### src/rtl/vend_ctrl_pkg.sv
// rtl/vend_ctrl_pkg.sv - coin codes and FSM state encodings for the vending controller
package vend_ctrl_pkg;

    typedef enum logic [1:0] {
        COIN_NONE = 2'b00,
        COIN_CB   = 2'b01,
        COIN_CA   = 2'b10,
        COIN_BAD  = 2'b11
    } coin_e;

    typedef enum logic [1:0] {
        ST_IDLE   = 2'b00,
        ST_VEND   = 2'b01,
        ST_CHANGE = 2'b10,
        ST_REFUND = 2'b11
    } state_e;

endpackage

### src/rtl/vend_ctrl.sv
// rtl/vend_ctrl.sv - vending controller: coin credit, item release handshake, change and refund
module vend_ctrl
    import vend_ctrl_pkg::*;
#(
    parameter int PRICE  = 5,
    parameter int COIN_A = 2,
    parameter int COIN_B = 5,
    parameter int CRED_W = 4
) (
    input  logic              clk,
    input  logic              nrst,
    input  logic [1:0]        coin,
    input  logic              cancel,
    input  logic              rls_ack,
    output logic              rls,
    output logic [CRED_W-1:0] change,
    output logic              chg_vld,
    output logic              coin_rej,
    output logic [CRED_W-1:0] credit,
    output logic              busy
);

    localparam int MAX_CRED = 2**CRED_W - 1;
    localparam logic [CRED_W:0] VAL_A   = COIN_A[CRED_W:0];
    localparam logic [CRED_W:0] VAL_B   = COIN_B[CRED_W:0];
    localparam logic [CRED_W:0] PRICE_W = PRICE[CRED_W:0];
    localparam logic [CRED_W:0] MAX_W   = MAX_CRED[CRED_W:0];

    state_e              state_q, state_d;
    logic [CRED_W-1:0]   credit_q, credit_d;
    logic [CRED_W-1:0]   change_q, change_d;
    logic                rls_q, rls_d;
    logic                chg_vld_q, chg_vld_d;
    logic                coin_rej_q, coin_rej_d;

    coin_e               coin_c;
    logic [CRED_W:0]     coin_val;
    logic                coin_ok;
    logic [CRED_W:0]     sum;
    logic [CRED_W:0]     surplus;

    assign coin_c = coin_e'(coin);

    always_comb begin
        coin_val = '0;
        coin_ok  = 1'b0;
        case (coin_c)
            COIN_CA: begin coin_val = VAL_A; coin_ok = 1'b1; end
            COIN_CB: begin coin_val = VAL_B; coin_ok = 1'b1; end
            default: begin coin_val = '0;    coin_ok = 1'b0; end
        endcase
        sum     = {1'b0, credit_q} + coin_val;
        surplus = sum - PRICE_W;
    end

    always_comb begin
        state_d    = state_q;
        credit_d   = credit_q;
        rls_d      = rls_q;
        change_d   = '0;
        chg_vld_d  = 1'b0;
        coin_rej_d = 1'b0;

        case (state_q)
            ST_IDLE: begin
                // Cancel dominates any coin presented in the same cycle; that coin is returned.
                if (cancel) begin
                    coin_rej_d = (coin_c != COIN_NONE);
                    if (credit_q != '0) begin
                        state_d   = ST_REFUND;
                        change_d  = credit_q;
                        chg_vld_d = 1'b1;
                        credit_d  = '0;
                    end
                end else if (coin_c == COIN_BAD) begin
                    coin_rej_d = 1'b1;
                end else if (coin_ok) begin
                    if (sum > MAX_W) begin
                        coin_rej_d = 1'b1;
                    end else if (sum >= PRICE_W) begin
                        credit_d = surplus[CRED_W-1:0];
                        rls_d    = 1'b1;
                        state_d  = ST_VEND;
                    end else begin
                        credit_d = sum[CRED_W-1:0];
                    end
                end
            end
            ST_VEND: begin
                coin_rej_d = (coin_c != COIN_NONE);
                if (rls_ack) begin
                    rls_d = 1'b0;
                    if (credit_q != '0) begin
                        state_d   = ST_CHANGE;
                        change_d  = credit_q;
                        chg_vld_d = 1'b1;
                        credit_d  = '0;
                    end else begin
                        state_d = ST_IDLE;
                    end
                end
            end
            // The payout pulse is registered on entry, so these states last exactly one cycle.
            ST_CHANGE, ST_REFUND: begin
                coin_rej_d = (coin_c != COIN_NONE);
                state_d    = ST_IDLE;
            end
            default: begin
                state_d = ST_IDLE;
            end
        endcase
    end

    always_ff @(posedge clk or posedge nrst) begin
        if (nrst) begin
            state_q    <= ST_IDLE;
            credit_q   <= '0;
            change_q   <= '0;
            rls_q      <= 1'b0;
            chg_vld_q  <= 1'b0;
            coin_rej_q <= 1'b0;
        end else begin
            state_q    <= state_d;
            credit_q   <= credit_d;
            change_q   <= change_d;
            rls_q      <= rls_d;
            chg_vld_q  <= chg_vld_d;
            coin_rej_q <= coin_rej_d;
        end
    end

    assign rls      = rls_q;
    assign change   = change_q;
    assign chg_vld  = chg_vld_q;
    assign coin_rej = coin_rej_q;
    assign credit   = credit_q;
    assign busy     = (state_q != ST_IDLE);

endmodule

### config.mk
export PLATFORM = sky130hd
export DESIGN_NAME = vend_ctrl
export DESIGN_NICKNAME = d
export VERILOG_FILES = /design/src/rtl/vend_ctrl_pkg.sv /design/src/rtl/vend_ctrl.sv
export SDC_FILE = /design/constraint.sdc
export NUM_CORES = 1
export LEC_CHECK = 0
export BUFFER_PORTS_ARGS = -buffer_cell sky130_fd_sc_hd__buf_2
export CAP_MARGIN = 25
export CORE_MARGIN = 2
export CORE_UTILIZATION = 45
export CTS_CLUSTER_DIAMETER = 50
export DETAILED_ROUTE_END_ITERATION = 8
export PLACE_DENSITY_LB_ADDON = 0.1
export SETUP_SLACK_MARGIN = 0.5
export SLEW_MARGIN = 20
export SYNTH_ARGS = -nofsm -noshare
export SYNTH_HDL_FRONTEND = slang
export SYNTH_SLANG_ARGS = --single-unit
### constraint.sdc
create_clock -name clk -period 6.6 [get_ports clk]
set_input_delay 1.65 -clock clk [delete_from_list [all_inputs] [get_ports clk]]
set_output_delay 1.65 -clock clk [all_outputs]
set_load 0.05 [all_outputs]
# After elaboration in Yosys (flattened, before gate mapping)
# Cells that the tools add are included.
dict set report totals {
  ff_bits 13
  word_cells 77
  in_bits 6
  out_inout_bits 12
}
dict set report classes {
  n_lt_le_gt_ge 2
  add_sub_neg 2
  muxes 39
  n_reduce_logical 11
  eq_ne 17
}
# operator count
set op_table {}
lappend op_table {{$mux W4} 10}
lappend op_table {{$mux W2} 8}
lappend op_table {{$pmux W4 S2} 2}
lappend op_table {{$ne A3 B3 Y1 const B} 5}
lappend op_table {{$mux W1} 14}
lappend op_table {{$ne A2 B2 Y1 const B} 6}
lappend op_table {{$eq A2 B2 Y1 const B} 4}
lappend op_table {{$reduce_and A7 Y1} 1}
lappend op_table {{$pmux W1 S2} 3}
lappend op_table {{$pmux W2 S3} 1}
lappend op_table {{$pmux W3 S2} 1}
lappend op_table {{$reduce_and A6 Y1} 1}
lappend op_table {{$reduce_bool A2 Y1} 3}
lappend op_table {{$add A4 B3 Y5} 1}
lappend op_table {{$ge A5 B3 Y1 const B} 1}
lappend op_table {{$gt A5 B4 Y1 const B} 1}
lappend op_table {{$reduce_and A5 Y1} 1}
lappend op_table {{$eq A2 B1 Y1 const B} 2}
lappend op_table {{$reduce_bool A4 Y1} 1}
lappend op_table {{$reduce_or A2 Y1} 2}
lappend op_table {{$sub A4 B3 Y4 const B} 1}
lappend op_table {{$reduce_or A3 Y1} 1}
lappend op_table {{$logic_not A2 Y1} 1}

# Longest topological paths before layout
dict set report depth {
  depth_word 10
  depth_mapped 11
  mapped_depth_nobuf 11
}

# Worst setup path after synthesis
# OpenSTA, ideal clock, no wires.
dict set report synth_timing {
  kind {in2reg}
  from {input coin[1]}
  to {register state_q[0]}
  path_buffers 0
  setup_slack_ns 2.587
  t_arrival_ns 3.920
  path_stages 10
  t_required_ns 6.506
  setup_ns 0.094
  cell_sequence {inv_1 > ha_1 > and2_1 > fa_1 > xnor2_1 > mux2_2 > nand2_1 > o21ai_2 > a2111o_1 > a221oi_2}
}
dict set report synth_via {
  elab_chain_len 6
  word_cells_on_any_way 14
  cone_classes {add/sub (1); order compare (2); eq/ne (7); mux (2); reduce/logical (2)}
}
# element line_no
set synth_lines {}
lappend synth_lines {{start: declaration} vend_ctrl.sv:12} ;# input logic [1:0] coin,
lappend synth_lines {{$eq A2 B1 Y1 / $eq A2 B2 Y1 (equally long branches)} vend_ctrl.sv:47} ;# case (coin_c)
lappend synth_lines {{$pmux W3 S2} vend_ctrl.sv:47}
lappend synth_lines {{$add A4 B3 Y5} vend_ctrl.sv:52} ;# sum = {1'b0, credit_q} + coin_val;
lappend synth_lines {{$ge A5 B3 Y1 / $gt A5 B4 Y1 (equally long branches)} {vend_ctrl.sv:80, vend_ctrl.sv:78}}
lappend synth_lines {{$ne A3 B3 Y1 (no line)} -}
lappend synth_lines {{$reduce_and A6 Y1 (no line) (*)} -}
lappend synth_lines {{end signal: assignment} vend_ctrl.sv:123} ;# state_q <= state_d;
lappend synth_lines {{end: declaration} vend_ctrl.sv:29} ;# state_e state_q, state_d;
# Mark *: on every way between the ends. The rest lies on a longest branch, timed or not.
# A chain may end at the register's enable or synchronous reset.

# Worst setup path after layout
dict set report layout_timing {
  from {input coin[1]}
  to {register credit_q[1] (netlist: credit[1])}
}
dict set report layout_via {
  elab_chain_len 10
  word_cells_on_any_way 20
  cone_classes {add/sub (2); order compare (2); eq/ne (6); mux (8); reduce/logical (2)}
}
# element line_no
set layout_lines {}
lappend layout_lines {{$eq A2 B1 Y1 / $eq A2 B2 Y1 (equally long branches)} vend_ctrl.sv:47}
lappend layout_lines {{$pmux W3 S2} vend_ctrl.sv:47}
lappend layout_lines {{$add A4 B3 Y5} vend_ctrl.sv:52}
lappend layout_lines {{$sub A4 B3 Y4 / $ge A5 B3 Y1 (equally long branches)} {vend_ctrl.sv:53, vend_ctrl.sv:80}}
lappend layout_lines {{$mux W4} vend_ctrl.sv:80} ;# end else if (sum >= PRICE_W) begin
lappend layout_lines {{$mux W4} vend_ctrl.sv:78} ;# if (sum > MAX_W) begin
lappend layout_lines {{$mux W4} vend_ctrl.sv:77} ;# end else if (coin_ok) begin
lappend layout_lines {{$mux W4} vend_ctrl.sv:75} ;# end else if (coin_c == COIN_BAD) begin
lappend layout_lines {{$mux W4} vend_ctrl.sv:67} ;# if (cancel) begin
lappend layout_lines {{$pmux W4 S2} vend_ctrl.sv:64} ;# case (state_q)
lappend layout_lines {{end signal: assignment} vend_ctrl.sv:124} ;# credit_q <= credit_d;
lappend layout_lines {{end: declaration} vend_ctrl.sv:30} ;# logic [CRED_W-1:0] credit_q, credit_d;
# Several ways; a longest one is shown, not always the timed one. The select of a mux whose other input is x is not followed.

==> results.sh <==
export IMPL_clockBufferDepth=2
export IMPL_path_class="input port to flop"
export IMPL_cellLeakagePower_nw=0.5632
export IMPL_yosysWarnings=0
export IMPL_cts_root_buf="clkbuf_4"
export IMPL_syn_to_final_growth_pct=12.47
export IMPL_path_cells="buf_2, inv_1, ha_1, and2_1, fa_1, inv_1, ha_1, o311ai_1, o311a_1, nand2_1, mux2_1, o21ai_1"
export IMPL_grt_first_pass_wirelength_mm=3.884
export IMPL_io_buffers=17
export IMPL_async_reset_ff_share_pct=100.0
export IMPL_cts_buffers=3
export IMPL_synth_cell_types=48
export IMPL_grt_overflow=0
export IMPL_drc=0
export IMPL_grt_pass1_vias=870
export IMPL_ant_nets=0
export IMPL_mostFrequentLayoutCell="buf_2"
export IMPL_cp_slowest_stage_delay_ps=570
export IMPL_syn_area_per_cell_um2=9.655
export IMPL_drt_wl_total_mm=2.196
export IMPL_die_h_um=51.69
export IMPL_synth_ff_type="dfrtp_1"
export IMPL_fin_crit_ps=4201
export IMPL_synth_seq_cells=13
export IMPL_slew_viol_final=0
export IMPL_rsz0062_at_grt="no"
export IMPL_cts_sinks=13
export IMPL_max_slew_worst_pin_slew_ps=606.9
export IMPL_slowest_stage="fa_1"
export IMPL_grt_max_degree=14
export IMPL_final_setup_viol_count=0
export IMPL_final_nets=142
export IMPL_status="complete, no violations"
export IMPL_antenna_found_initial=0
export IMPL_diodes=0
export IMPL_firstDrtPassIters=4
export IMPL_fp_row_count=17
export IMPL_tns_ps=0
export IMPL_synth_edf_count=0
export IMPL_min_period_over_period_pct=63.66
export IMPL_post_drt_wl_per_cell_um=14.35
export IMPL_finalClockSkew_ps=2.600
export IMPL_holdCritPathClass="flop to flop"
export IMPL_postLayoutCoreUtil_pct=52.54
export IMPL_place_congestion=0.8427
export IMPL_power_density_mw_per_mm2=402.1
export IMPL_clk_pin_slew_ps=70
export IMPL_synth_area_mm2=0.001023
export IMPL_cts_tree="done"
export IMPL_yosysSeqAreaShare_pct=31.78
export IMPL_drive_above_1_share_pct=23.20
export IMPL_max_slew_margin_pct=59.54
export IMPL_via_per_inst=5.627
export IMPL_gr_usage_all_layers_pct=19.38
export IMPL_cts_setup_buffers=0
export IMPL_setup_slack_ps=2399
export IMPL_start_util_pct=46.72
export IMPL_fmax_ghz=0.2380
export IMPL_final_hold_viol_count=0
export IMPL_drtIter0Drc=11
export IMPL_ir_drop_uv=192.9
export IMPL_dieArea_mm2=0.002672
export IMPL_critPathArrivalTime_ps=4400
export IMPL_dp_slack_ps=2172
export IMPL_postCtsResizedCells=0
export IMPL_syn_num_nets=122
export IMPL_die_w_um=51.69
export IMPL_dpl_hpwl_mm=1.743
export IMPL_crit_fanout=5
export IMPL_fp_coreArea_mm2=0.002191
export IMPL_final_cell_mix="buf_2, dfrtp_1, ha_1"
export IMPL_pin_count=18
export IMPL_cts_htree_levels=1
export IMPL_holdBufCountCts=0
export IMPL_power_mw=0.4629
export IMPL_vias=861
export IMPL_critPathBufInv=3
export IMPL_start_kind="input port"
export IMPL_syn_inst=106
export IMPL_critPathTopFamily="adder cells"
export IMPL_end_kind="flop"
export IMPL_clkLatencyLatePin_ps=260
export IMPL_max_cap_violations=0
export IMPL_critPathRequiredTime_ps=6800
export IMPL_fin_hold_ws_ps=517.6
## synth_stat cells, types with 2 or more instances
| library cell | number | area share [%] |
|---|---|---|
| nor2b_1 | 4 | 2.4 |
| xnor2_1 | 3 | 2.6 |
| xor2_1 | 2 | 1.7 |
| nor2_4 | 2 | 2.2 |
| nor2_1 | 3 | 1.1 |
| inv_1 | 8 | 2.9 |
| ha_1 | 9 | 11 |
| o21ai_1 | 3 | 1.5 |
| a21oi_1 | 4 | 2.0 |
| nand2_1 | 6 | 2.2 |
| dfrtp_1 | 13 | 32 |
| a211oi_1 | 2 | 1.5 |
| and2_1 | 7 | 4.3 |
| o31a_1 | 2 | 1.7 |
| o21ai_0 | 3 | 1.5 |
| nor3_1 | 2 | 0.98 |
| or2_1 | 2 | 1.2 |
## path summary, 6_finish.rpt
| check | start | to | slack, ps | depth (start not counted) |
|---|---|---|---|---|
| worst min-delay path | rls$_DFFE_PP0P_ | rls$_DFFE_PP0P_ | 520 | 2 |
| worst min register to register | rls$_DFFE_PP0P_ | rls$_DFFE_PP0P_ | 520 | 2 |
| min in group asynchronous | nrst | change[3]$_DFF_PP0_ | 1390 | 2 |
| max in group asynchronous | nrst | coin_rej$_DFF_PP0_ | 4890 | 2 |
| worst max register to register | credit[0]$_DFFE_PP0P_ | credit[1]$_DFFE_PP0P_ | 3660 | 9 |
| worst max-delay path | coin[1] | credit[1]$_DFFE_PP0P_ | 2400 | 12 |
## cell families after synthesis
logic type | count (synthesis) | share of synthesized area, %
simple gates | 39 | 24.33
compound gates | 27 | 19.68
flops | 13 | 31.78
buf+inv | 10 | 4.768
fa+ha+maj | 10 | 12.96
xor+xnor | 5 | 4.280
mux | 2 | 2.200
## per-stage QoR
| stage | cells | area [µm²] |
|---|---|---|
| after detailed placement | 149 | 1125 |
| after floorplan | 106 | 1023 |
| final | 153 | 1151 |
| after CTS | 153 | 1151 |
| after global placement | 149 | 1125 |
| after global routing | 153 | 1151 |
## power breakdown
| group | total [mW] | internal (mW) | switching (mW) |
|---|---|---|---|
| registers | 0.135 | 0.103 | 0.0314 |
| logic | 0.282 | 0.0921 | 0.190 |
| clock network | 0.0466 | 0.0234 | 0.0232 |
| total | 0.463 | 0.219 | 0.244 |
## worst reg2reg max path, cell delays in order (launching register included)
cell,delay [ps]
dfrtp_1,490
and2_1,200
fa_1,570
inv_1,120
ha_1,220
o311ai_1,400
o311a_1,310
nand2_1,110
mux2_1,330
o21ai_1,120
## final cells by class
| class | count | area (µm²) |
|---|---|---|
| clock buffers | 4 | 26.28 |
| fillers | 219 | 1040 |
| inverters | 8 | 30.03 |
| multi-input cells | 83 | 649.4 |
| flip-flops and latches | 13 | 325.3 |
| well taps | 28 | 35.03 |
| repair buffers | 17 | 85.08 |
## metal layers
layer / vias up / global-route usage, % / part of all wire, %
met3: 5 / 1.149 / 3.0
li1: 425 / - / -
met4: 0 / 10.09 / 2.0
met2: 25 / 35.04 / 51
met1: 406 / 22.88 / 44
met5: - / 0 / 0
## sequential cells by signal (all words and copies together), names as in the netlist
| register | count |
|---|---|
| coin_rej | 1 |
| credit | 4 |
| chg_vld | 1 |
| change | 4 |
| rls | 1 |
| state_q | 2 |
Note: power is estimated with default switching activity, not from simulation.
